===== src/rtl/led_blink_multi.sv =====
// -----------------------------------------------------------------------------
// led_blink_multi
//
// Multi-channel LED blink controller. A shared prescaler divides in_clk down to
// a one-cycle timebase strobe at TICK_HZ. Every channel owns a half-period
// counter that counts those strobes and fires a "half-period event" each time
// it wraps. Each channel turns those events into an LED drive according to its
// own mode:
//   00 off    - LED unlit
//   01 on     - LED lit
//   10 blink  - LED toggles on every event (50% duty, starts unlit)
//   11 burst  - BURST_N on-pulses, then a pause of 2*BURST_N events unlit
//
// Optional feature (macro LED_BLINK_DIM_EN):
//   Adds an 8-bit `dim` input and a free-running 8-bit PWM counter. Every lit
//   output is gated with (pwm_cnt < dim), so dim=0 is always dark and dim=255
//   gives 255/256 duty. Without the macro there is no `dim` port and the LED
//   drive is the lit value directly.
//
// Parameters:
//   OSC_CLOCK  in_clk frequency in Hz
//   TICK_HZ    timebase rate in Hz; DIV = OSC_CLOCK/TICK_HZ must be >= 2
//   CHANNELS   number of LED outputs (1..32)
//   PERIOD_W   width of each per-channel half-period field (ticks)
//   BURST_N    on-pulses per burst (>= 1)
//
// Ports:
//   in_clk       system clock
//   reset_n      asynchronous active-low reset
//   mode         per-channel mode, ch k = mode[2k+1:2k]
//   half_period  per-channel half-period in ticks, ch k = [PERIOD_W*(k+1)-1:PERIOD_W*k]
//                (0 is treated as 1)
//   sync         synchronous phase restart: clears prescaler, tick, PWM and
//                every channel's counters/phase/burst state
//   dim          (LED_BLINK_DIM_EN only) 8-bit brightness
//   flash        registered LED drive, 1 = lit
//   tick         registered timebase strobe, high 1 cycle every DIV cycles
//
// Control inputs (mode, half_period, dim) are static register-block levels;
// there is no valid/ready handshake anywhere in this block. sync is a plain
// level sampled on every rising edge of in_clk.
// -----------------------------------------------------------------------------
module led_blink_multi #(
    parameter int OSC_CLOCK = 27000000,
    parameter int TICK_HZ   = 1000,
    parameter int CHANNELS  = 4,
    parameter int PERIOD_W  = 16,
    parameter int BURST_N   = 3
) (
    input  logic                         in_clk,
    input  logic                         reset_n,
    input  logic [2*CHANNELS-1:0]        mode,
    input  logic [PERIOD_W*CHANNELS-1:0] half_period,
    input  logic                         sync,
`ifdef LED_BLINK_DIM_EN
    input  logic [7:0]                   dim,
`endif
    output logic [CHANNELS-1:0]          flash,
    output logic                         tick
);

    // -------------------------------------------------------------------------
    // Derived constants
    // -------------------------------------------------------------------------
    localparam int DIV   = OSC_CLOCK / TICK_HZ;
    localparam int PRE_W = $clog2(DIV);                 // DIV >= 2 so PRE_W >= 1
    localparam logic [PRE_W-1:0] PRE_LAST = PRE_W'(DIV - 1);

    // bcnt counts 1->0 transitions while running (up to BURST_N-1) and events
    // while pausing (up to 2*BURST_N-1); size it for the larger of the two.
    localparam int BC_W = $clog2(2 * BURST_N + 1);
    localparam logic [BC_W-1:0] RUN_LAST   = BC_W'(BURST_N - 1);
    localparam logic [BC_W-1:0] PAUSE_LAST = BC_W'(2 * BURST_N - 1);

    localparam logic [1:0] MODE_OFF   = 2'b00;
    localparam logic [1:0] MODE_ON    = 2'b01;
    localparam logic [1:0] MODE_BLINK = 2'b10;
    localparam logic [1:0] MODE_BURST = 2'b11;

    // Burst sub-FSM states; the state register doubles as the "pausing" flag.
    localparam logic [0:0] ST_RUN   = 1'b0;
    localparam logic [0:0] ST_PAUSE = 1'b1;

    // -------------------------------------------------------------------------
    // Shared prescaler
    // -------------------------------------------------------------------------
    // tick_now is the combinational "this edge is a timebase edge" strobe. The
    // channels advance on the same edge that raises the registered tick, so
    // every LED change lines up with the tick output.
    logic [PRE_W-1:0] pre_cnt;
    logic             tick_now;

    assign tick_now = (pre_cnt == PRE_LAST);

    always_ff @(posedge in_clk or negedge reset_n) begin
        if (!reset_n) begin
            pre_cnt <= '0;
            tick    <= 1'b0;
        end else if (sync) begin
            pre_cnt <= '0;
            tick    <= 1'b0;
        end else begin
            tick    <= tick_now;
            pre_cnt <= tick_now ? '0 : pre_cnt + PRE_W'(1);
        end
    end

    // -------------------------------------------------------------------------
    // Optional PWM dimming
    // -------------------------------------------------------------------------
    logic pwm_on;

`ifdef LED_BLINK_DIM_EN
    logic [7:0] pwm_cnt;

    always_ff @(posedge in_clk or negedge reset_n) begin
        if (!reset_n) begin
            pwm_cnt <= '0;
        end else if (sync) begin
            pwm_cnt <= '0;
        end else begin
            pwm_cnt <= pwm_cnt + 8'd1;
        end
    end

    assign pwm_on = (pwm_cnt < dim);
`else
    assign pwm_on = 1'b1;
`endif

    // -------------------------------------------------------------------------
    // Per-channel engines
    // -------------------------------------------------------------------------
    for (genvar k = 0; k < CHANNELS; k++) begin : g_ch
        logic [1:0]          m_in;
        logic [PERIOD_W-1:0] hp_in;
        logic [PERIOD_W-1:0] hp_last;   // max(half_period,1) - 1

        logic [1:0]          m_q;
        logic [PERIOD_W-1:0] cnt;
        logic                phase;
        logic [BC_W-1:0]     bcnt;
        logic [0:0]          state;
        logic                flash_q;

        logic [PERIOD_W-1:0] cnt_d;
        logic                phase_d;
        logic [BC_W-1:0]     bcnt_d;
        logic [0:0]          state_d;
        logic                evt;
        logic                lit_d;

        assign m_in    = mode[2*k +: 2];
        assign hp_in   = half_period[PERIOD_W*k +: PERIOD_W];
        assign hp_last = (hp_in == '0) ? '0 : hp_in - PERIOD_W'(1);

        always_comb begin
            cnt_d   = cnt;
            phase_d = phase;
            bcnt_d  = bcnt;
            state_d = state;
            evt     = 1'b0;
            lit_d   = 1'b0;

            // Restart (sync or mode change) wins over a coincident tick.
            if (sync || (m_in != m_q)) begin
                cnt_d   = '0;
                phase_d = 1'b0;
                bcnt_d  = '0;
                state_d = ST_RUN;
            end else if (tick_now) begin
                // ">=" rather than "==" so that shrinking half_period below the
                // current count still wraps on the very next tick.
                if (cnt >= hp_last) begin
                    cnt_d = '0;
                    evt   = 1'b1;
                end else begin
                    cnt_d = cnt + PERIOD_W'(1);
                end
            end

            if (evt) begin
                case (m_q)
                    MODE_BLINK: begin
                        phase_d = ~phase;
                    end
                    MODE_BURST: begin
                        if (state == ST_RUN) begin
                            if (phase) begin
                                // Falling edge of an on-pulse ends one pulse.
                                phase_d = 1'b0;
                                if (bcnt == RUN_LAST) begin
                                    bcnt_d  = '0;
                                    state_d = ST_PAUSE;
                                end else begin
                                    bcnt_d = bcnt + BC_W'(1);
                                end
                            end else begin
                                phase_d = 1'b1;
                            end
                        end else begin
                            // Pausing: bcnt counts events until the gap ends.
                            phase_d = 1'b0;
                            if (bcnt == PAUSE_LAST) begin
                                bcnt_d  = '0;
                                state_d = ST_RUN;
                            end else begin
                                bcnt_d = bcnt + BC_W'(1);
                            end
                        end
                    end
                    default: begin
                    end
                endcase
            end

            // Drive from next-state values so a mode write is visible one cycle
            // after the input changes and an event is visible with its tick.
            case (m_in)
                MODE_OFF:   lit_d = 1'b0;
                MODE_ON:    lit_d = 1'b1;
                MODE_BLINK: lit_d = phase_d;
                MODE_BURST: lit_d = phase_d & (state_d == ST_RUN);
                default:    lit_d = 1'b0;
            endcase
        end

        always_ff @(posedge in_clk or negedge reset_n) begin
            if (!reset_n) begin
                m_q     <= MODE_OFF;
                cnt     <= '0;
                phase   <= 1'b0;
                bcnt    <= '0;
                state   <= ST_RUN;
                flash_q <= 1'b0;
            end else begin
                m_q     <= m_in;
                cnt     <= cnt_d;
                phase   <= phase_d;
                bcnt    <= bcnt_d;
                state   <= state_d;
                flash_q <= lit_d & pwm_on;
            end
        end

        assign flash[k] = flash_q;
    end

endmodule


===== config.mk =====
export PLATFORM = sky130hd
export DESIGN_NAME = led_blink_multi
export DESIGN_NICKNAME = d
export VERILOG_FILES = /design/src/rtl/led_blink_multi.sv
export SDC_FILE = /design/constraint.sdc
export NUM_CORES = 1
export LEC_CHECK = 0
export CAP_MARGIN = 0
export CORE_MARGIN = 1.5
export CORE_UTILIZATION = 63
export CTS_CLUSTER_SIZE = 12
export DETAILED_ROUTE_END_ITERATION = 8
export HOLD_SLACK_MARGIN = 0.1
export PLACE_DENSITY = 0.83
export RECOVER_POWER = 100
export SKIP_LAST_GASP = 1
export SYNTH_ARGS = -nofsm -noshare
export SYNTH_HDL_FRONTEND = slang
export SYNTH_SLANG_ARGS = --single-unit

===== constraint.sdc =====
create_clock -name in_clk -period 8.3 [get_ports in_clk]
set_clock_uncertainty 0.2 [all_clocks]
set_input_delay 2.49 -clock in_clk [delete_from_list [all_inputs] [get_ports in_clk]]
set_output_delay 2.49 -clock in_clk [all_outputs]
set_load 0.01 [all_outputs]

==> impl_metrics.yaml <==
status:
  status: "finished with violations"
  violations: "capacitance limit, slew limit"
sta:
  setup_viol: 0
  fin_crit_sh_pct: 88.7
  max_slew_margin_pct: -37.1
  tightest_slew_ns: 2.06
  slew_violations: 88
  fin_crit_ns: 7.36
  rsz0062_at_grt: "no"
  layout_setup_ws_ns: 0.937
  max_freq_mhz: 136
  setup-tns-final_ns: 0
  worst_hold_slack_ns: 0.316
  hold_violations: 0
final_layout:
  syn_to_final_growth_pct: 14.2
  final_net_count: 1208
  stdcell_area_sq_um: 9450
  finalNonFillerCells: 1233
  drive_gt1_share_pct: 2.83
  num_antenna_cells: 0
  final_core_util_pct: 74.3
power_and_ir_drop:
  finalPower_mw: 1.09
  p_int_mw: 0.820
  ir_drop_uv: 128
  p_clk_share_pct: 36.3
  power_switching_mw: 0.273
  pwr-share-comb_pct: 13.1
  p_sw_share_pct: 25.0
  power_frac_seq_pct: 50.6
  p_leak_nw: 4.23
  p_per_area_nw_per_um2: 116
global_route:
  grt_pass1_vias: 7010
  grt-ovfl-total: 0
  track_usage_pct: 26.0
  grt_max_degree: 88
  grt_pass1_wl_mm: 30.6
  antenna_found_initial: 0
detailed_routing:
  viasPerCell: 5.83
  drc: 0
  wl_per_cell_microns: 14.1
  drt-total-wl_mm: 17.4
  drtIter0Drc: 455
  vias: 7190
  ant_nets: 0
  first_pass_iters: 5
logic_synthesis:
  yosysMostFrequentCell: "nand2_1"
  synth-main-ff-cell: "dfrtp_1"
  ys_seq_elements: 112
  synth.distinct_cells: 57
  synth_top_area_cell: "dfrtp_1"
  ys_async_sr_fraction_pct: 100
  netlist_top_cells_area: "dfrtp_1 34%, ha_1 12%, xor2_1 8.6%"
  syn_area_sq_um: 8280
  synth_common_cells: "152 x nand2_1, 134 x nor2_1, 112 x dfrtp_1"
  yosys_warnings: 0
  synth_nets: 1142
  synth_top_area_share_pct: 33.9
  avgSynthCellArea_sq_um: 8.36
  synth-edff-count: 0
  ys_seq_area_share_pct: 33.9
  syn_inst: 990
worst_setup_path:
  timing.rr.start: "pre_cnt[3]$_DFF_PN0_"
  crit_path_start_kind: "input port"
  r2r_end: "g_ch[1].flash_q$_DFF_PN0_"
  crit_type: "in2reg"
  cp.required_ns: 8.34
  critical_path_arrival_ns: 7.40
  cp_max_fo: 16
  reg2reg_depth: 7
  regToRegSetupSlack_ns: 4.94
  endpoint_kind: "register"
hold_path:
  holdPathStages: 1
  min_path_type: "reg2reg"
  hold_end: "pre_cnt[0]$_DFF_PN0_"
  hp-start: "pre_cnt[0]$_DFF_PN0_"
floorplan:
  rows: 41
  core_sq_um: 12700
  die_w_microns: 118
  die-area_sq_um: 13800
  boundaryPins: 80
  die_y_microns: 118
  initial_core_util_pct: 65.0
placement:
  place_congestion: 0.850
  place_area_sq_um: 9190
  detailed_place_hpwl_mm: 13.1
  placed_cells: 1217
  dpl_worst_slack_ns: 0.860
  port_buffers: 79
clocking:
  htreeDepth: 3
  clockRootBuffer: "clkbuf_16"
  cts_tree: "done"
  numCtsBuffers: 9
  cts_buffer_depth: 2
  cts_sinks: 112
  cts_resized: 0
  clk_latency_ns: 0.36
  cts_hold_buf: 0
  clk_pin_slew_worst_paths_ns: 0.07
  post_cts_buffers: 0
run:
  cap_violations: 1
-- cell families (layout without fill, tap and decap cells) --
family / count (synthesis) / in the layout / share of synthesized area, %
AO/OA/AOI/OAI: 138 / 138 / 11.0
XOR/XNOR: 114 / 114 / 12.1
adder cells (fa/ha/maj): 77 / 77 / 11.6
buffers and inverters: 51 / 122 / 2.49
flip-flops: 112 / 112 / 33.9
multiplexers: 2 / 2 / 0.257
AND/OR/NAND/NOR: 496 / 496 / 28.6
-- sequential cells by signal, indices dropped and copies added (netlist names) --
signal,flops
g_ch.cnt,64
pre_cnt,15
tick,1
g_ch.m_q,8
g_ch.bcnt,12
g_ch.flash_q,4
g_ch.phase,4
g_ch.state,4
-- placed cells by master, fill, tap and decap left out, drive strengths merged, types with 6 or more instances in the layout --
master and count:
and3 16, nor2b 6, nand2b 13, a21oi 28, a22o 8, xnor2 33, nor4 19, o21ai 47
clkdlybuf4s50 60, nor2 134, xor2 81, dlygate4sd3 18, clkbuf 15, or3 11, or4 8, dfrtp 112
inv 24, a21o 6, nor3 24, nand4 32, nand2 152, nand4b 9, nand3 44, and2 10
ha 77
-- layout make-up --
class	count	area, sq um
Inverter	24	90.1
Multi-Input combinational cell	827	5270
Tap cell	172	215
Clock buffer	12	236
Fill cell	992	3280
Clock inverter	4	31.3
Sequential cell	112	2800
Timing Repair Buffer	82	801
-- worst max path at each step --
| stage | startpoint | to | slack [ns] |
|---|---|---|---|
| after floorplan | half_period[25] | g_ch[1].flash_q$_DFF_PN0_ | 1.80 |
| after global placement | half_period[23] | g_ch[1].flash_q$_DFF_PN0_ | 0.99 |
| after detailed placement | half_period[23] | g_ch[1].flash_q$_DFF_PN0_ | 0.86 |
| after CTS | half_period[23] | g_ch[1].flash_q$_DFF_PN0_ | 1.23 |
| after global routing | half_period[23] | g_ch[1].flash_q$_DFF_PN0_ | 0.62 |
| final | half_period[23] | g_ch[1].flash_q$_DFF_PN0_ | 0.94 |
-- critical path, stage by stage --
cell and delay, ns:
dlygate4sd3_1 0.59, or4_1 0.55, or3_1 0.38, or4_1 0.43, nand4bb_1 0.20, clkbuf_1 0.30
and2_0 0.25, ha_1 0.26, nand2b_1 0.09, a2111oi_0 0.08, o311ai_0 0.55, nand3_1 0.23
and2_0 0.24, or4_1 0.47, a21oi_1 0.20, a211oi_1 0.09
-- layer usage --
metal  GRT usage, %  routed length, microns  vias to the layer above  part of all wire (%)
met5              0                       0                        -                     0
met4           8.31                     233                        0                   1.3
met3           4.26                     575                       22                   3.3
met2           44.4                    8420                      115                    48
met1           33.9                    8140                     3421                    47
li1               -                       -                     3632                     -
-- power by group through the flow --
stage                     Sequential (mW)  Combinational (mW)  Clock, mW
after CTS                           0.554               0.146      0.406
after floorplan                     0.563              0.0703          0
final                               0.554               0.143      0.397
after global routing                0.554               0.162      0.425
after detailed placement            0.564               0.145          0
after global placement              0.564               0.142          0
Power figures use the tool's default switching activity.
